===== src/rtl/pipe_stage_skid_reg.sv =====
// Purpose: pipeline stage register with an optional second (skid) entry that carries a datapath payload and a control bundle.
// Latency: one cycle from accept to out_valid, with one beat per cycle throughput while downstream is ready.
// Backpressure: SKID=1 gives a registered in_ready that drops only when the skid entry is full; SKID=0 gives in_ready = ~main_valid | fire.
module pipe_stage_skid_reg #(
    parameter int DATA_W = 32,
    parameter int CTRL_W = 16,
    parameter int SKID   = 1
) (
    input  logic              clk,
    input  logic              rst,
    input  logic              in_valid,
    output logic              in_ready,
    input  logic [DATA_W-1:0] in_data,
    input  logic [CTRL_W-1:0] in_ctrl,
    output logic              out_valid,
    input  logic              out_ready,
    output logic [DATA_W-1:0] out_data,
    output logic [CTRL_W-1:0] out_ctrl,
    input  logic              hold,
    input  logic              flush,
    output logic [1:0]        occupancy
);

    localparam bit HAS_SKID = (SKID != 0);

    logic              main_valid_q, main_valid_d;
    logic [DATA_W-1:0] main_data_q,  main_data_d;
    logic [CTRL_W-1:0] main_ctrl_q,  main_ctrl_d;
    logic              skid_valid_q, skid_valid_d;
    logic [DATA_W-1:0] skid_data_q,  skid_data_d;
    logic [CTRL_W-1:0] skid_ctrl_q,  skid_ctrl_d;
    logic              in_ready_q,   in_ready_d;

    logic fire;
    logic accept;

    // Handshake qualifiers; hold behaves exactly like a deasserted out_ready.
    always_comb begin
        fire     = main_valid_q & out_ready & ~hold;
        in_ready = HAS_SKID ? in_ready_q : (~main_valid_q | fire);
        accept   = in_valid & in_ready;
    end

    // Next-state for the main and skid entries; flush squashes everything, including this cycle's accept.
    always_comb begin
        main_valid_d = main_valid_q;
        main_data_d  = main_data_q;
        main_ctrl_d  = main_ctrl_q;
        skid_valid_d = skid_valid_q;
        skid_data_d  = skid_data_q;
        skid_ctrl_d  = skid_ctrl_q;

        if (flush) begin
            main_valid_d = 1'b0;
            main_data_d  = '0;
            main_ctrl_d  = '0;
            skid_valid_d = 1'b0;
            skid_data_d  = '0;
            skid_ctrl_d  = '0;
        end else if (!main_valid_q) begin
            // Skid is never occupied while main is empty, so an empty main just takes the new beat.
            if (accept) begin
                main_valid_d = 1'b1;
                main_data_d  = in_data;
                main_ctrl_d  = in_ctrl;
            end
        end else if (fire) begin
            if (skid_valid_q) begin
                // in_ready is low while skid is full, so no accept can race this move.
                main_valid_d = 1'b1;
                main_data_d  = skid_data_q;
                main_ctrl_d  = skid_ctrl_q;
                skid_valid_d = 1'b0;
                skid_data_d  = '0;
                skid_ctrl_d  = '0;
            end else if (accept) begin
                main_valid_d = 1'b1;
                main_data_d  = in_data;
                main_ctrl_d  = in_ctrl;
            end else begin
                main_valid_d = 1'b0;
                main_data_d  = '0;
                main_ctrl_d  = '0;
            end
        end else if (accept && HAS_SKID) begin
            // Main is stalled; park the incoming beat behind it.
            skid_valid_d = 1'b1;
            skid_data_d  = in_data;
            skid_ctrl_d  = in_ctrl;
        end

        // Registered ready: a free skid slot is what guarantees room next cycle.
        in_ready_d = ~skid_valid_d;
    end

    // State registers with asynchronous active-high reset; in_ready comes up asserted.
    always_ff @(posedge clk or posedge rst) begin
        if (rst) begin
            main_valid_q <= 1'b0;
            main_data_q  <= '0;
            main_ctrl_q  <= '0;
            skid_valid_q <= 1'b0;
            skid_data_q  <= '0;
            skid_ctrl_q  <= '0;
            in_ready_q   <= 1'b1;
        end else begin
            main_valid_q <= main_valid_d;
            main_data_q  <= main_data_d;
            main_ctrl_q  <= main_ctrl_d;
            skid_valid_q <= skid_valid_d;
            skid_data_q  <= skid_data_d;
            skid_ctrl_q  <= skid_ctrl_d;
            in_ready_q   <= in_ready_d;
        end
    end

    // Downstream view: a bubble always carries an all-zero control bundle so no enable leaks out.
    always_comb begin
        out_valid = main_valid_q;
        out_data  = main_data_q;
        out_ctrl  = main_valid_q ? main_ctrl_q : '0;
        occupancy = {1'b0, main_valid_q} + {1'b0, skid_valid_q};
    end

endmodule

===== config.mk =====
export PLATFORM = sky130hd
export DESIGN_NAME = pipe_stage_skid_reg
export DESIGN_NICKNAME = d
export VERILOG_FILES = /design/src/rtl/pipe_stage_skid_reg.sv
export SDC_FILE = /design/constraint.sdc
export NUM_CORES = 1
export LEC_CHECK = 0
export CORE_MARGIN = 2
export CORE_UTILIZATION = 40
export CTS_CLUSTER_SIZE = 10
export DETAILED_ROUTE_END_ITERATION = 12
export PLACE_DENSITY = 0.65
export SLEW_MARGIN = 25
export SYNTH_ARGS = -nofsm -noshare
export SYNTH_HDL_FRONTEND = slang
export SYNTH_SLANG_ARGS = --single-unit

===== constraint.sdc =====
create_clock -name clk -period 5.43 [get_ports clk]
set_input_delay 0.8145 -clock clk [delete_from_list [all_inputs] [get_ports clk]]
set_output_delay 0.8145 -clock clk [all_outputs]
set_load 0.1 [all_outputs]

# After elaboration in Yosys (flattened, before gate mapping)
# Index checks and enable logic that the tools add are counted.
dict set report op_classes {
  mux 30
  n_addsub 1
  n_eq_ne 2
  bitwise 5
  reduce_logical 5
  n_shift 0
  mul 0
  magnitude_cmp 0
  div 0
}
# operator count
set ops {}
lappend ops {{2-to-1 mux 32 bit} 10}
lappend ops {{2-to-1 mux 16 bit} 11}
lappend ops {{2-to-1 mux 1 bit} 9}
lappend ops {{nonzero test 3 bit} 2}
lappend ops {{bitwise AND 1 bit} 3}
lappend ops {{!= test 3 x 2 -> 1 bit (second input constant)} 1}
lappend ops {{!= test 3 bit (second input constant)} 1}
lappend ops {{AND reduction 3 bit} 1}
lappend ops {{adder 1 x 1 -> 2 bit} 1}
lappend ops {{inverter 1 bit} 2}
lappend ops {{AND reduction 2 bit} 1}
lappend ops {{nonzero test 2 bit} 1}
dict set report word_totals {
  word_cells 50
  inputBits 54
  rom_bits 0
  latch_bits 0
  ramBits 0
  out_inout_bits 52
  n_memories 0
  regBits 99
}

# Logic depth before layout (Yosys ltp)
dict set report logic_depth {
  word_depth 6
  ltp_mapped 6
  mapped_depth_nobuf 4
}

# Worst setup path before layout
# No wires, ideal clock.
dict set report synth_path {
  path_kind {register to output}
  start {register main_valid_q, in the netlist out_valid}
  end {output port out_ctrl[10]}
  t_arrival_ns 2.268
  path_stages_with_launch 4
  n_path_buf 2
  path_slack_ns 2.348
  required_ns 4.615
  path_cell_list {dfrtp_1 clkbuf_1 clkbuf_1 and2_1}
}
dict set report synth_via {
  elab_chain_cells 1
}
# element line_no
set synth_lines {}
lappend synth_lines {{from (decl)} 26} ;# logic main_valid_q, main_valid_d;
lappend synth_lines {{from (signal assigned)} 107} ;# main_valid_q <= main_valid_d;
lappend synth_lines {{2-to-1 mux 16 bit} 121} ;# out_ctrl = main_valid_q ? main_ctrl_q : '0;
lappend synth_lines {{to (decl)} 18} ;# output logic [CTRL_W-1:0] out_ctrl,
# Every way passes these cells.

# Worst setup path after layout
dict set report layout_path {
  start {register main_valid_q, in the netlist out_valid}
  end {output port occupancy[1]}
}
dict set report layout_via {
  elab_chain_cells 1
}
# element line_no
set layout_lines {}
lappend layout_lines {{adder 1 x 1 -> 2 bit} 122} ;# occupancy = {1'b0, main_valid_q} + {1'b0, skid_valid_q};
lappend layout_lines {{to (decl)} 21} ;# output logic [1:0] occupancy
# Every way passes these cells.

==> out/results.ini <==
[placement]
dp_cells = 573
routabilityCongestion = 0.7302
io_buffers = 105
dpl.hpwl_microns = 6028

[floorplanning]
num_rows = 37
io_pins = 106
dieArea_sq_um = 11240
start_util = 0.4069
fp.coreArea_sq_um = 10230
die_w_microns = 106.0
dieHeight_microns = 106.0

[global_routing]
antenna_found_initial = 0
grt_util_met2 = 0.2912
grt_most_used_layer = met2
grt.met1_usage = 0.2715
grt_pass1_vias = 3261
grt_overflow = 0
grt_max_degree = 59
met3_usage = 0.03863
grt_pass1_wl_microns = 16890
track_usage = 0.1906

[worst_setup_path]
r2r_cells = 4
r2r_end = out_data[10]$_DFFE_PP0P_
cpPeakStageDelay_ns = 1.14
rrSetupSlack_ns = 2.80
cp_top_family = buffers and inverters
end_kind = primary output
path_max_fanout = 26
crit_chain = ha_1, clkdlybuf4s50_1
startpoint_type = flip-flop
cp.buffers_inverters = 1
arrival_ns = 2.69
slowest_stage = clkdlybuf4s50_1
timing.rr.start = out_valid$_DFF_PP0_
critical_path_class = reg -> out
required_ns = 4.62

[layout]
diodes = 0
fin_util = 0.5390
final_cell_mix = 105 x clkdlybuf4s50_1, 98 x dfrtp_1, 49 x nand2_1, 49 x mux2i_1, 48 x a22o_1
fillers = 908
final_nets = 503
fin_cells = 588
synthToLayoutAreaGrowth_pct = 32.46
drive_gt1_frac = 0.06195
final_common_cell = clkdlybuf4s50_1

[timing]
fin_crit_sh = 0.6452
slew_viol_final = 0
setup_violations = 0
skew_ns = 0.009364
period_needed_ns = 3.504
finalSetupTns_ns = 0
finalHoldViolCount = 0
fmax_ghz = 0.2854
relSlewSlack = 0.3321
worst_slew_pin_slew_ns = 0.9987
rsz0062_at_grt = no

[route]
vias = 3094
route.detailed.drc = 0
drt_wl_total_microns = 10060
drt.antenna.violating_nets = 0
via_per_inst = 5.262
wl_per_cell_microns = 17.10
drt_iter0_markers = 149
drtPass1Iterations = 4

[min_path]
hp-class = reg -> reg
hold_depth = 2
whs_endpoint = main_ctrl_q[11]$_DFFE_PP0P_
hold_start = main_ctrl_q[11]$_DFFE_PP0P_

[logic_synthesis]
yosysWarnings = 0
synth_nets = 409
synth_edf_count = 0
synth_top_cell_by_area = dfrtp_1
synth_cell_types = 22
synth_area_sq_um = 4163
synthTopCellsByArea = dfrtp_1 59%, mux2i_1 12%, a22o_1 10%
avgSynthCellArea_sq_um = 11.76
syn-instance-count = 354
synth_seq_area_share = 0.5954
synthFlopType = dfrtp_1
async_flop_share = 1.000
ys_seq_elements = 99
netlist.area_leader.share = 0.5891

[cts]
root_buffer = clkbuf_8
cts_tree = yes
cts_resized = 0
numCtsBuffers = 9
clk_pin_slew_ns = 0.09
clk-insertion-delay-late_ns = 0.37
htree_levels = 3
post-cts-setup-buffers = 0
cts_hold_buf = 0
cts_buffer_depth = 2
numClockSinks = 99

[pwr]
p_leak_nw = 2.721
ir_drop_mv = 0.1526
powerDensity_nw_per_um2 = 319.4

[run]
drv_cap = 0

[run_status]
outcome = completed

## cell families (layout without fill, tap and decap cells)
family,Yosys count,count (layout),share of synthesized area
compound gates,103,103,0.1704
fa+ha+maj,1,1,0.003005
buf+inv,31,129,0.03547
flops,99,99,0.5954
mux,49,49,0.1178
simple gates,71,71,0.07785
## synth_stat cells (3+ instances only)
cell type  number
dfrtp_1        98
nand2_1        50
mux2i_1        49
a22o_1         48
o21ai_1        30
o21ai_0        19
and2_1         16
buf_2          13
clkbuf_1       10
buf_4           4
inv_1           4
a21oi_1         3
## worst max path at each step
stage | cells past startpoint | slack (ns) | start | to
2_1_floorplan | 1 | 2.03 | rst | main_ctrl_q[0]$_DFFE_PP0P_
3_3_place_gp | 2 | 2.34 | out_valid$_DFF_PP0_ | occupancy[1]
3_5_place_dp | 2 | 2.31 | out_valid$_DFF_PP0_ | occupancy[1]
4_1_cts | 2 | 1.91 | out_valid$_DFF_PP0_ | occupancy[1]
5_1_grt | 2 | 1.81 | out_valid$_DFF_PP0_ | occupancy[1]
6_report | 2 | 1.93 | out_valid$_DFF_PP0_ | occupancy[1]
## area by class of cell
class,count,area [sq um],area share
repair buffers,110,1089,0.1974
well taps,136,170.2,0.03086
flip-flops and latches,99,2479,0.4495
multi-input cells,224,1568,0.2843
inverters,4,17.52,0.003177
clock inverters,6,67.56,0.01225
clock buffers,9,123.9,0.02246
## report_power, final
part	switching, mW	leakage, nW	internal (mW)
logic	0.342	1.31	0.129
clock network	0.261	0.0796	0.210
registers	0.0332	1.33	0.787
## metal layers
metal  vias to the layer above  part of all wire
met5                         -                 0
met4                         0             0.012
met3                        11             0.054
met2                        89              0.45
met1                      1556              0.49
li1                       1438                 -
## through the flow
stage,hold slack [ns],setup WS [ns],total power [mW],cell area [sq um]
after floorplan,0.4474,2.027,1.161,4163
after global placement,0.4616,2.339,1.303,5323
after detailed placement,0.4698,2.310,1.308,5323
after CTS,0.4904,1.905,1.778,5514
after global routing,0.5242,1.808,1.832,5514
final,0.4866,1.926,1.761,5514
## state kept, by name (all words and copies together) (netlist names)
name,flops
skid_data_q,32
in_ready,1
out_valid,1
out_data,32
skid_ctrl_q,16
main_ctrl_q,16
skid_valid_q,1
## worst register-to-register path, delay by kind of cell, from the launching register on
kind | cells | cell delay (ns)
AND/OR/NAND/NOR | 2 | 1.09
flip-flops | 1 | 0.93
AO/OA/AOI/OAI | 2 | 0.45
No activity file was read; power rests on OpenSTA's default activity.
